### src/rtl/stack_exec_if.sv
// stack_exec_if: instruction handshake plus data-stack control/readback bus
// for the stack_exec stage. The master side issues instructions and supplies
// the stack read ports; the slave side (stack_exec) drives the stack controls.
interface stack_exec_if #(
  parameter int W  = 16,
  parameter int DW = 5
);
  logic          in_valid;
  logic          in_ready;
  logic [3:0]    in_op;
  logic [W-1:0]  in_imm;
  logic [W-1:0]  st_r0out;
  logic [W-1:0]  st_r1out;
  logic          st_cs;
  logic [2:0]    st_mode;
  logic [2:0]    st_dsel;
  logic [W-1:0]  st_r0in;
  logic [W-1:0]  st_r1in;
  logic [DW-1:0] depth;
  logic          err;
  logic [1:0]    err_code;
  logic          err_clr;

  modport master (
    output in_valid, in_op, in_imm, st_r0out, st_r1out, err_clr,
    input  in_ready, st_cs, st_mode, st_dsel, st_r0in, st_r1in,
           depth, err, err_code
  );

  modport slave (
    input  in_valid, in_op, in_imm, st_r0out, st_r1out, err_clr,
    output in_ready, st_cs, st_mode, st_dsel, st_r0in, st_r1in,
           depth, err, err_code
  );
endinterface

### src/rtl/stack_exec.sv
// stack_exec: execute/sequencer stage in front of the data stack.
// Single-cycle ops write the stack combinationally in their accept cycle;
// MUL (optional, macro STACK_EXEC_MUL_EN) runs a W-step shift-add and writes
// back one cycle later. Depth is tracked here so over/underflow is blocked
// before the stack sees a write.
//
// state | meaning
// IDLE  | ready for an instruction, single-cycle ops issue here
// MUL   | one shift-add step per cycle, W cycles
// WB    | POPREP of the product, then back to IDLE
module stack_exec #(
  parameter int W  = 16,
  parameter int D  = 16,
  parameter int DW = 5
) (
  input logic        clk,
  input logic        rst,
  stack_exec_if.slave bus
);

  localparam logic [3:0] OP_NOP   = 4'd0;
  localparam logic [3:0] OP_PUSHI = 4'd1;
  localparam logic [3:0] OP_DROP  = 4'd2;
  localparam logic [3:0] OP_DUP   = 4'd3;
  localparam logic [3:0] OP_SWAP  = 4'd4;
  localparam logic [3:0] OP_ADD   = 4'd5;
  localparam logic [3:0] OP_SUB   = 4'd6;
  localparam logic [3:0] OP_AND   = 4'd7;
  localparam logic [3:0] OP_OR    = 4'd8;
  localparam logic [3:0] OP_XOR   = 4'd9;
  localparam logic [3:0] OP_PICK  = 4'd11;

  localparam logic [2:0] MODE_NONE   = 3'd0;
  localparam logic [2:0] MODE_PUSH   = 3'd1;
  localparam logic [2:0] MODE_POP    = 3'd2;
  localparam logic [2:0] MODE_REP2   = 3'd4;
  localparam logic [2:0] MODE_POPREP = 3'd5;

  localparam logic [1:0] ERR_UNF = 2'd1;
  localparam logic [1:0] ERR_OVF = 2'd2;
  localparam logic [1:0] ERR_ILL = 2'd3;

  localparam logic [DW-1:0] DEP_MAX = DW'(D);
  localparam logic [DW-1:0] DEP_ONE = DW'(1);
  localparam logic [DW-1:0] DEP_TWO = DW'(2);

  logic [DW-1:0] depth_q, depth_nxt;
  logic          err_q;
  logic [1:0]    code_q;

  logic          is_idle;
  logic          accept;
  logic          fault;
  logic [1:0]    fault_code;
  logic          cs_c;
  logic [2:0]    mode_c;
  logic [2:0]    dsel_c;
  logic [W-1:0]  r0_c, r1_c;
  logic [W-1:0]  alu;
  logic [DW-1:0] pick_idx;
  logic          mul_start;

`ifdef STACK_EXEC_MUL_EN
  localparam logic [3:0] OP_MUL = 4'd10;
  localparam int         CW     = $clog2(W);

  localparam logic [1:0] S_IDLE = 2'd0;
  localparam logic [1:0] S_MUL  = 2'd1;
  localparam logic [1:0] S_WB   = 2'd2;

  logic [1:0]    state_q;
  logic [CW-1:0] mul_cnt;
  logic [W-1:0]  mul_a, mul_b, mul_acc;

  assign is_idle = (state_q == S_IDLE);
`else
  assign is_idle = 1'b1;
`endif

  assign bus.in_ready = rst & is_idle;
  assign accept       = bus.in_valid & bus.in_ready;
  assign pick_idx     = DW'(bus.in_imm[2:0]);

  // Two-operand ALU result, T1 op T0 modulo 2^W
  always_comb begin
    alu = '0;
    case (bus.in_op)
      OP_ADD:  alu = bus.st_r1out + bus.st_r0out;
      OP_SUB:  alu = bus.st_r1out - bus.st_r0out;
      OP_AND:  alu = bus.st_r1out & bus.st_r0out;
      OP_OR:   alu = bus.st_r1out | bus.st_r0out;
      OP_XOR:  alu = bus.st_r1out ^ bus.st_r0out;
      default: alu = '0;
    endcase
  end

  // Instruction decode, depth checks and stack control for the current cycle
  always_comb begin
    cs_c       = 1'b0;
    mode_c     = MODE_NONE;
    r0_c       = '0;
    r1_c       = '0;
    dsel_c     = 3'd1;
    fault      = 1'b0;
    fault_code = 2'd0;
    depth_nxt  = depth_q;
    mul_start  = 1'b0;

    // PICK steers the stack read port before acceptance so T1 is valid
    if (is_idle && bus.in_op == OP_PICK) dsel_c = bus.in_imm[2:0];

    if (accept) begin
      case (bus.in_op)
        OP_NOP: ;
        OP_PUSHI: begin
          if (depth_q >= DEP_MAX) begin
            fault = 1'b1; fault_code = ERR_OVF;
          end else begin
            cs_c = 1'b1; mode_c = MODE_PUSH; r0_c = bus.in_imm;
            depth_nxt = depth_q + DEP_ONE;
          end
        end
        OP_DROP: begin
          if (depth_q < DEP_ONE) begin
            fault = 1'b1; fault_code = ERR_UNF;
          end else begin
            cs_c = 1'b1; mode_c = MODE_POP;
            depth_nxt = depth_q - DEP_ONE;
          end
        end
        OP_DUP: begin
          if (depth_q < DEP_ONE) begin
            fault = 1'b1; fault_code = ERR_UNF;
          end else if (depth_q >= DEP_MAX) begin
            fault = 1'b1; fault_code = ERR_OVF;
          end else begin
            cs_c = 1'b1; mode_c = MODE_PUSH; r0_c = bus.st_r0out;
            depth_nxt = depth_q + DEP_ONE;
          end
        end
        OP_SWAP: begin
          if (depth_q < DEP_TWO) begin
            fault = 1'b1; fault_code = ERR_UNF;
          end else begin
            cs_c = 1'b1; mode_c = MODE_REP2;
            r0_c = bus.st_r1out; r1_c = bus.st_r0out;
          end
        end
        OP_ADD, OP_SUB, OP_AND, OP_OR, OP_XOR: begin
          if (depth_q < DEP_TWO) begin
            fault = 1'b1; fault_code = ERR_UNF;
          end else begin
            cs_c = 1'b1; mode_c = MODE_POPREP; r0_c = alu;
            depth_nxt = depth_q - DEP_ONE;
          end
        end
`ifdef STACK_EXEC_MUL_EN
        OP_MUL: begin
          if (depth_q < DEP_TWO) begin
            fault = 1'b1; fault_code = ERR_UNF;
          end else begin
            mul_start = 1'b1;
          end
        end
`endif
        OP_PICK: begin
          if (depth_q <= pick_idx) begin
            fault = 1'b1; fault_code = ERR_UNF;
          end else if (depth_q >= DEP_MAX) begin
            fault = 1'b1; fault_code = ERR_OVF;
          end else begin
            cs_c = 1'b1; mode_c = MODE_PUSH; r0_c = bus.st_r1out;
            depth_nxt = depth_q + DEP_ONE;
          end
        end
        default: begin
          fault = 1'b1; fault_code = ERR_ILL;
        end
      endcase
    end

`ifdef STACK_EXEC_MUL_EN
    if (state_q == S_WB) begin
      cs_c = 1'b1; mode_c = MODE_POPREP; r0_c = mul_acc;
      depth_nxt = depth_q - DEP_ONE;
    end
`endif

    // Reset masks every stack write, including an in-flight writeback
    if (!rst) begin
      cs_c   = 1'b0;
      mode_c = MODE_NONE;
      r0_c   = '0;
      r1_c   = '0;
    end
  end

  assign bus.st_cs    = cs_c;
  assign bus.st_mode  = mode_c;
  assign bus.st_dsel  = dsel_c;
  assign bus.st_r0in  = r0_c;
  assign bus.st_r1in  = r1_c;
  assign bus.depth    = depth_q;
  assign bus.err      = err_q;
  assign bus.err_code = code_q;

  // Depth tracking and sticky fault register; the first code stays until cleared
  always_ff @(posedge clk) begin
    if (!rst) begin
      depth_q <= '0;
      err_q   <= 1'b0;
      code_q  <= 2'd0;
    end else begin
      depth_q <= depth_nxt;
      if (fault) begin
        err_q <= 1'b1;
        if (!err_q || bus.err_clr) code_q <= fault_code;
      end else if (bus.err_clr) begin
        err_q  <= 1'b0;
        code_q <= 2'd0;
      end
    end
  end

`ifdef STACK_EXEC_MUL_EN
  // Multiplier sequencer: W shift-add steps keeping only the low W product bits
  always_ff @(posedge clk) begin
    if (!rst) begin
      state_q <= S_IDLE;
      mul_cnt <= '0;
      mul_a   <= '0;
      mul_b   <= '0;
      mul_acc <= '0;
    end else begin
      case (state_q)
        S_IDLE: begin
          if (mul_start) begin
            mul_a   <= bus.st_r1out;
            mul_b   <= bus.st_r0out;
            mul_acc <= '0;
            mul_cnt <= CW'(W - 1);
            state_q <= S_MUL;
          end
        end
        S_MUL: begin
          if (mul_b[0]) mul_acc <= mul_acc + mul_a;
          mul_a   <= mul_a << 1;
          mul_b   <= mul_b >> 1;
          mul_cnt <= mul_cnt - CW'(1);
          if (mul_cnt == '0) state_q <= S_WB;
        end
        S_WB:    state_q <= S_IDLE;
        default: state_q <= S_IDLE;
      endcase
    end
  end
`endif

endmodule
### src/flat_wrapper.sv
// flat-port wrapper written by rule: the top's interface ports become plain ports
module stack_exec_flat 
#(
  parameter int W  = 16,
  parameter int D  = 16,
  parameter int DW = 5
)
  (clk, rst, bus_in_valid, bus_in_op, bus_in_imm, bus_st_r0out, bus_st_r1out, bus_err_clr, bus_in_ready, bus_st_cs, bus_st_mode, bus_st_dsel, bus_st_r0in, bus_st_r1in, bus_depth, bus_err, bus_err_code);
  stack_exec_if #(.W(W), .DW(DW)) bus_i ();
  input logic clk;
  input logic rst;
  input wire logic [$bits(bus_i.in_valid)-1:0] bus_in_valid;
  input wire logic [$bits(bus_i.in_op)-1:0] bus_in_op;
  input wire logic [$bits(bus_i.in_imm)-1:0] bus_in_imm;
  input wire logic [$bits(bus_i.st_r0out)-1:0] bus_st_r0out;
  input wire logic [$bits(bus_i.st_r1out)-1:0] bus_st_r1out;
  input wire logic [$bits(bus_i.err_clr)-1:0] bus_err_clr;
  output wire logic [$bits(bus_i.in_ready)-1:0] bus_in_ready;
  output wire logic [$bits(bus_i.st_cs)-1:0] bus_st_cs;
  output wire logic [$bits(bus_i.st_mode)-1:0] bus_st_mode;
  output wire logic [$bits(bus_i.st_dsel)-1:0] bus_st_dsel;
  output wire logic [$bits(bus_i.st_r0in)-1:0] bus_st_r0in;
  output wire logic [$bits(bus_i.st_r1in)-1:0] bus_st_r1in;
  output wire logic [$bits(bus_i.depth)-1:0] bus_depth;
  output wire logic [$bits(bus_i.err)-1:0] bus_err;
  output wire logic [$bits(bus_i.err_code)-1:0] bus_err_code;
  assign bus_i.in_valid = bus_in_valid;
  assign bus_i.in_op = bus_in_op;
  assign bus_i.in_imm = bus_in_imm;
  assign bus_i.st_r0out = bus_st_r0out;
  assign bus_i.st_r1out = bus_st_r1out;
  assign bus_i.err_clr = bus_err_clr;
  assign bus_in_ready = bus_i.in_ready;
  assign bus_st_cs = bus_i.st_cs;
  assign bus_st_mode = bus_i.st_mode;
  assign bus_st_dsel = bus_i.st_dsel;
  assign bus_st_r0in = bus_i.st_r0in;
  assign bus_st_r1in = bus_i.st_r1in;
  assign bus_depth = bus_i.depth;
  assign bus_err = bus_i.err;
  assign bus_err_code = bus_i.err_code;
  stack_exec #(.W(W), .D(D), .DW(DW)) u_core (.clk(clk), .rst(rst), .bus(bus_i));
endmodule
### config.mk
export PLATFORM = sky130hd
export DESIGN_NAME = stack_exec_flat
export DESIGN_NICKNAME = d
export VERILOG_FILES = /design/src/rtl/stack_exec_if.sv /design/src/rtl/stack_exec.sv /design/src/flat_wrapper.sv
export SDC_FILE = /design/constraint.sdc
export NUM_CORES = 1
export LEC_CHECK = 0
export BUFFER_PORTS_ARGS = -buffer_cell sky130_fd_sc_hd__buf_2
export CORE_MARGIN = 2
export CORE_UTILIZATION = 30
export DETAILED_ROUTE_END_ITERATION = 10
export PLACE_DENSITY = 0.62
export REMOVE_ABC_BUFFERS = 1
export SLEW_MARGIN = 20
export SYNTH_ARGS = -nofsm -noshare
export SYNTH_HDL_FRONTEND = slang
export SYNTH_SLANG_ARGS = --single-unit
### constraint.sdc
create_clock -name clk -period 4.2 [get_ports clk]
set_input_delay 0.21 -clock clk [delete_from_list [all_inputs] [get_ports clk]]
set_output_delay 0.21 -clock clk [all_outputs]
set_load 0.03 [all_outputs]
### After elaboration in Yosys (flattened, before gate mapping)

Index checks and enable logic that the tools add are counted.

* flip-flop bits (word level): 8
* bits in latches: 0
* RAM bits: 0
* bits in read-only memories: 0
* input port bits: 56
* output and inout port bits: 48
* word-level logic and storage cells: 97
* memories: 0

* add/subtract/negate cells: 4
* $mul: 0
* divide/modulo/power cells: 0
* magnitude comparators: 4
* equal/unequal tests: 15
* shifts and indexed selects: 0
* mux-type cells: 58
* bitwise gates (word level): 4
* reduce and logical (&&, ||, !) cells: 9

Operators with widths (count)
* $mux 16: 13
* $pmux 16 s5: 2
* $mux 5: 5
* $pmux 5 s5: 1
* $mux 3: 7
* $mux 1: 18
* $pmux 3 s6: 1
* $add 16x16->16: 1
* $and 16x16->16: 1
* $eq 4x3->1 const B: 4
* $mux 2: 8
* $or 16x16->16: 1
* $sub 16x16->16: 1
* $xor 16x16->16: 1
* $eq 4x4->1 const B: 3
* $pmux 2 s6: 1
* $ne 2x2->1 const B: 5
* $eq 4x2->1 const B: 2
* $pmux 1 s6: 1
* $reduce_and 6->1: 1
* $reduce_or 6->1: 1
* $add 5x1->5 const B: 1
* $ge 5x5->1 const B: 1
* $le 5x3->1: 1
* 13 further kinds: 13

### Depth between registers and ports, before layout

* depth after elaboration: 7
* gate-level depth with buffers: 15
* depth with buffers taken out: 13

### Worst setup path before layout

Ideal clock, no wire load.

* path kind: input to output
* start point: input port bus_in_op[3]
* end point: output port bus_st_r0in[15]
* arrival time: 3100 ps
* required time: 3990 ps
* path slack: 890 ps
* stages: 14
* path buffers: 2
* path through: buf_2 -> nand2b_1 -> buf_2 -> nor2_1 -> a31oi_1 -> xnor2_1 -> ha_1 -> o211ai_1 -> a21oi_1 -> nor2b_1 -> a2111oi_0 -> o31ai_1 -> xnor2_1 -> o221ai_1

* cells in the longest elaborated chain, start to end: 6

Ends and longest elaborated chain
* start, declared: line flat_wrapper.sv:13 `input wire logic [$bits(bus_i.in_op)-1:0] bus_in_op;`
* $eq 4x4->1 / $eq 4x3->1 (equally long branches): line stack_exec.sv:87, stack_exec.sv:113
* $pmux 16 s5: line stack_exec.sv:87 `case (bus.in_op)`
* $mux 16: line stack_exec.sv:150 `if (depth_q < DEP_TWO) begin`
* $pmux 16 s5 *: line stack_exec.sv:113 `case (bus.in_op)`
* $mux 16 *: line stack_exec.sv:112 `if (accept) begin`
* $mux 16 *: line stack_exec.sv:190 `if (!rst) begin`
* end, declared: line flat_wrapper.sv:22 `output wire logic [$bits(bus_i.st_r0in)-1:0] bus_st_r0in;`

Mark *: on every way between the ends. The rest lies on a longest branch, timed or not.

### Worst setup path in the final report

* start point: input port bus_in_op[1]
* end point: output port bus_st_r0in[15]

Same word-level chain as after synthesis.

==> results_dict.tcl <==
set metrics [dict create \
    core_um2 10800 \
    hold_path_depth 3 \
    syn_to_final_growth_pct 20.5 \
    grt_pass1_vias 3918 \
    antenna_cells 0 \
    slew_violations 0 \
    globalRouteOverflowTotal 0 \
    dp_hpwl_um 9480 \
    htreeDepth 1 \
    period_share 0.880 \
    path_clk_slew_ns 0.04 \
    async_flop_share 0 \
    start_util 0.307 \
    worstRegToRegCells 6 \
    synthCells 475 \
    synth_area_leader_cell "ha_1" \
    netlist_area_um2 3330 \
    p_per_area_nw_per_um2 142 \
    via_per_inst 5.65 \
    finalClockSkew_ns 0.00135 \
    place_congestion 0.959 \
    crit_arrival_ns 3.48 \
    slew-limit-headroom 0.408 \
    clock_latency_ns 0.22 \
    grt_pass1_wl_um 19300 \
    drv_cap 0 \
    synth-seq-area-share 0.0482 \
    drc 0 \
    die_h_um 109 \
    p_leak_uw 0.00187 \
    avgRoutedWirePerCell_um 17.0 \
    drtPass1Iterations 7 \
    p_switching_uw 274 \
    cp-start-kind "primary input" \
    cts_hold_buf 0 \
    cts_tree "done" \
    vias 3972 \
    antenna_found_initial 0 \
    max_freq_ghz 0.271 \
    crit_path_end "bus_st_r0in[15]" \
    status "finished clean" \
    wl_um 12000 \
    hold_path_class "in2reg" \
    timing.rr.end "u_core.bus.err_code[1]" \
    final_cells 703 \
    cts_buffers 3 \
    p_seq_frac 0.151 \
    r2r_start "u_core.bus.depth[1]" \
    cp-startpoint "bus_in_op[1]" \
    cts_resized 0 \
    synth_seq_cells 8 \
    dp.cells 700 \
    fin_tns_setup_ns 0 \
    dieArea_um2 11900 \
    synth_edf_count 0 \
    synthDistinctLibCells 64 \
    r2r_setup_slack_ns 1.60 \
    avgSynthCellArea_um2 7.00 \
    swShare 0.482 \
    die_x_um 109 \
    end_kind "output pin" \
    hold_viol 0 \
    cts_root_buf "clkbuf_8" \
    rsz0062_at_grt "false" \
    crit_fanout 14 \
    clockBufferDepth 2 \
    antenna_left 0 \
    path_class "in2out" \
    rows 38 \
    worst_ep_required_time_ns 3.99 \
    p_comb_frac 0.689 \
    cts_setup_buffers 0 \
    io_pins 104 \
    drt-initial-drc-count 254 \
    setup_violations 0 \
    ys.flop_type "dfxtp_1" \
    portBuffers 103 \
    ys_top_cells_by_area "ha_1, nand2_1, xnor2_1" \
    grt_use_total 0.199 \
    yosys_warnings 0 \
    p_clk_frac 0.160 \
    min-delay-start "bus_err_clr" \
    grt_max_degree 20 \
    cts.sinks 8 \
    netlist.area_leader.share 0.199 \
    period_needed_ns 3.69 \
    tightest_slew_ns 0.888 \
    p_int_uw 295 \
    drive_above_1_share 0.243 \
    irDropWorstVdd_mv 0.150 \
    fin_nets 675 \
]
worst min path at each step:
stage	to	slack, ns
after floorplan	u_core.bus.err	0.33
after global placement	u_core.bus.err_code[0]	0.48
after detailed placement	u_core.bus.err_code[0]	0.50
after CTS	u_core.bus.err_code[0]	0.31
after global routing	u_core.bus.err_code[0]	0.33
final	u_core.bus.err_code[0]	0.30
kinds of logic after synthesis:
kind of cell	share of synthesized area
XOR/XNOR	0.0711
flip-flops	0.0482
adder cells (fa/ha/maj)	0.208
AND/OR/NAND/NOR	0.253
AO/OA/AOI/OAI	0.311
buffers and inverters	0.0865
multiplexers	0.0214
registers in the layout (all words and copies together) (netlist names):
signal / flops
u_core.bus.depth: 5
u_core.bus.err_code: 2
u_core.bus.err: 1
synth_stat cells (all sizes together) (3+ instances only):
master	instances
a2111oi	4
a21o	5
a21oi	34
a221o	3
a221oi	8
a222oi	16
a31o	3
a31oi	7
a32oi	4
buf	15
clkbuf	13
dfxtp	8
ha	53
inv	43
mux2i	6
nand2	45
nand2b	12
nand3	8
nor2	37
nor2b	11
nor3	12
nor4	17
o211ai	3
o21a	4
o21ai	27
o22ai	6
o31ai	8
or2	4
or3	5
xnor2	19
xor2	8
worst max-delay path: stages:
cell and delay, ns:
buf_2 0.14, buf_4 0.21, nor2b_1 0.25, nand2_1 0.23
nor2_1 0.14, a21o_1 0.14, inv_1 0.05, ha_1 0.27
nand2b_1 0.07, a21oi_1 0.14, nor2b_1 0.10, a2111oi_0 0.74
o31ai_1 0.20, xnor2_1 0.17, o221ai_1 0.18, buf_2 0.23
through the flow:
step	cell area, um^2	hold WS (ns)	setup WS, ns	util	power [uW]
floorplan	3200	0.328	0.887	-	343
global placement	3970	0.476	0.536	0.366	465
detailed placement	3970	0.501	0.493	0.366	473
CTS	4010	0.307	0.496	0.370	567
global route	4010	0.333	0.156	0.370	618
finish	4010	0.305	0.505	0.370	569
layout by cell type (no fill, tap or decap), types with 3 or more instances in the layout:
cell and n:
a31oi_1 7, a221oi_1 8, nor4_1 16, a21o_1 5, o21a_1 4, a21oi_1 33, nor2b_1 11, o211ai_1 3
a31o_2 3, o31ai_1 8, o22ai_1 6, buf_2 103, a32oi_1 4, nand2b_1 12, xnor2_1 19, or2_2 3
dfxtp_1 8, nand2_1 45, o21ai_0 25, inv_1 43, nand3_1 7, xor2_1 8, ha_1 53, a222oi_1 16
nor2_1 34, buf_4 10, a221o_1 3, or3_1 4, mux2i_1 6, clkbuf_8 3, nor3_1 10
per-layer routing:
metal | wire length, um | vias to the layer above | track usage
met2 | 5900 | 138 | 0.362
met1 | 5160 | 1886 | 0.259
met3 | 799 | 11 | 0.0136
li1 | - | 1937 | -
met5 | 0 | - | 0
met4 | 117 | 0 | 0.0371
final cells by class:
| type | count | area [um^2] |
|---|---|---|
| Clock buffer | 3 | 41.3 |
| Timing Repair Buffer | 113 | 591 |
| Fill cell | 1187 | 6830 |
| Inverter | 43 | 161 |
| Tap cell | 140 | 175 |
| Multi-Input combinational cell | 396 | 2880 |
| Sequential cell | 8 | 160 |
power groups by stage:
| stage | clock network [uW] | logic (uW) | registers (uW) |
|---|---|---|---|
| after CTS | 93.8 | 388 | 85.8 |
| after detailed placement | 0 | 385 | 87.1 |
| final | 91.0 | 392 | 85.8 |
| after floorplan | 0 | 249 | 93.4 |
| after global placement | 0 | 378 | 86.8 |
| after global routing | 96.4 | 435 | 86.6 |
No activity file was read; power rests on OpenSTA's default activity.
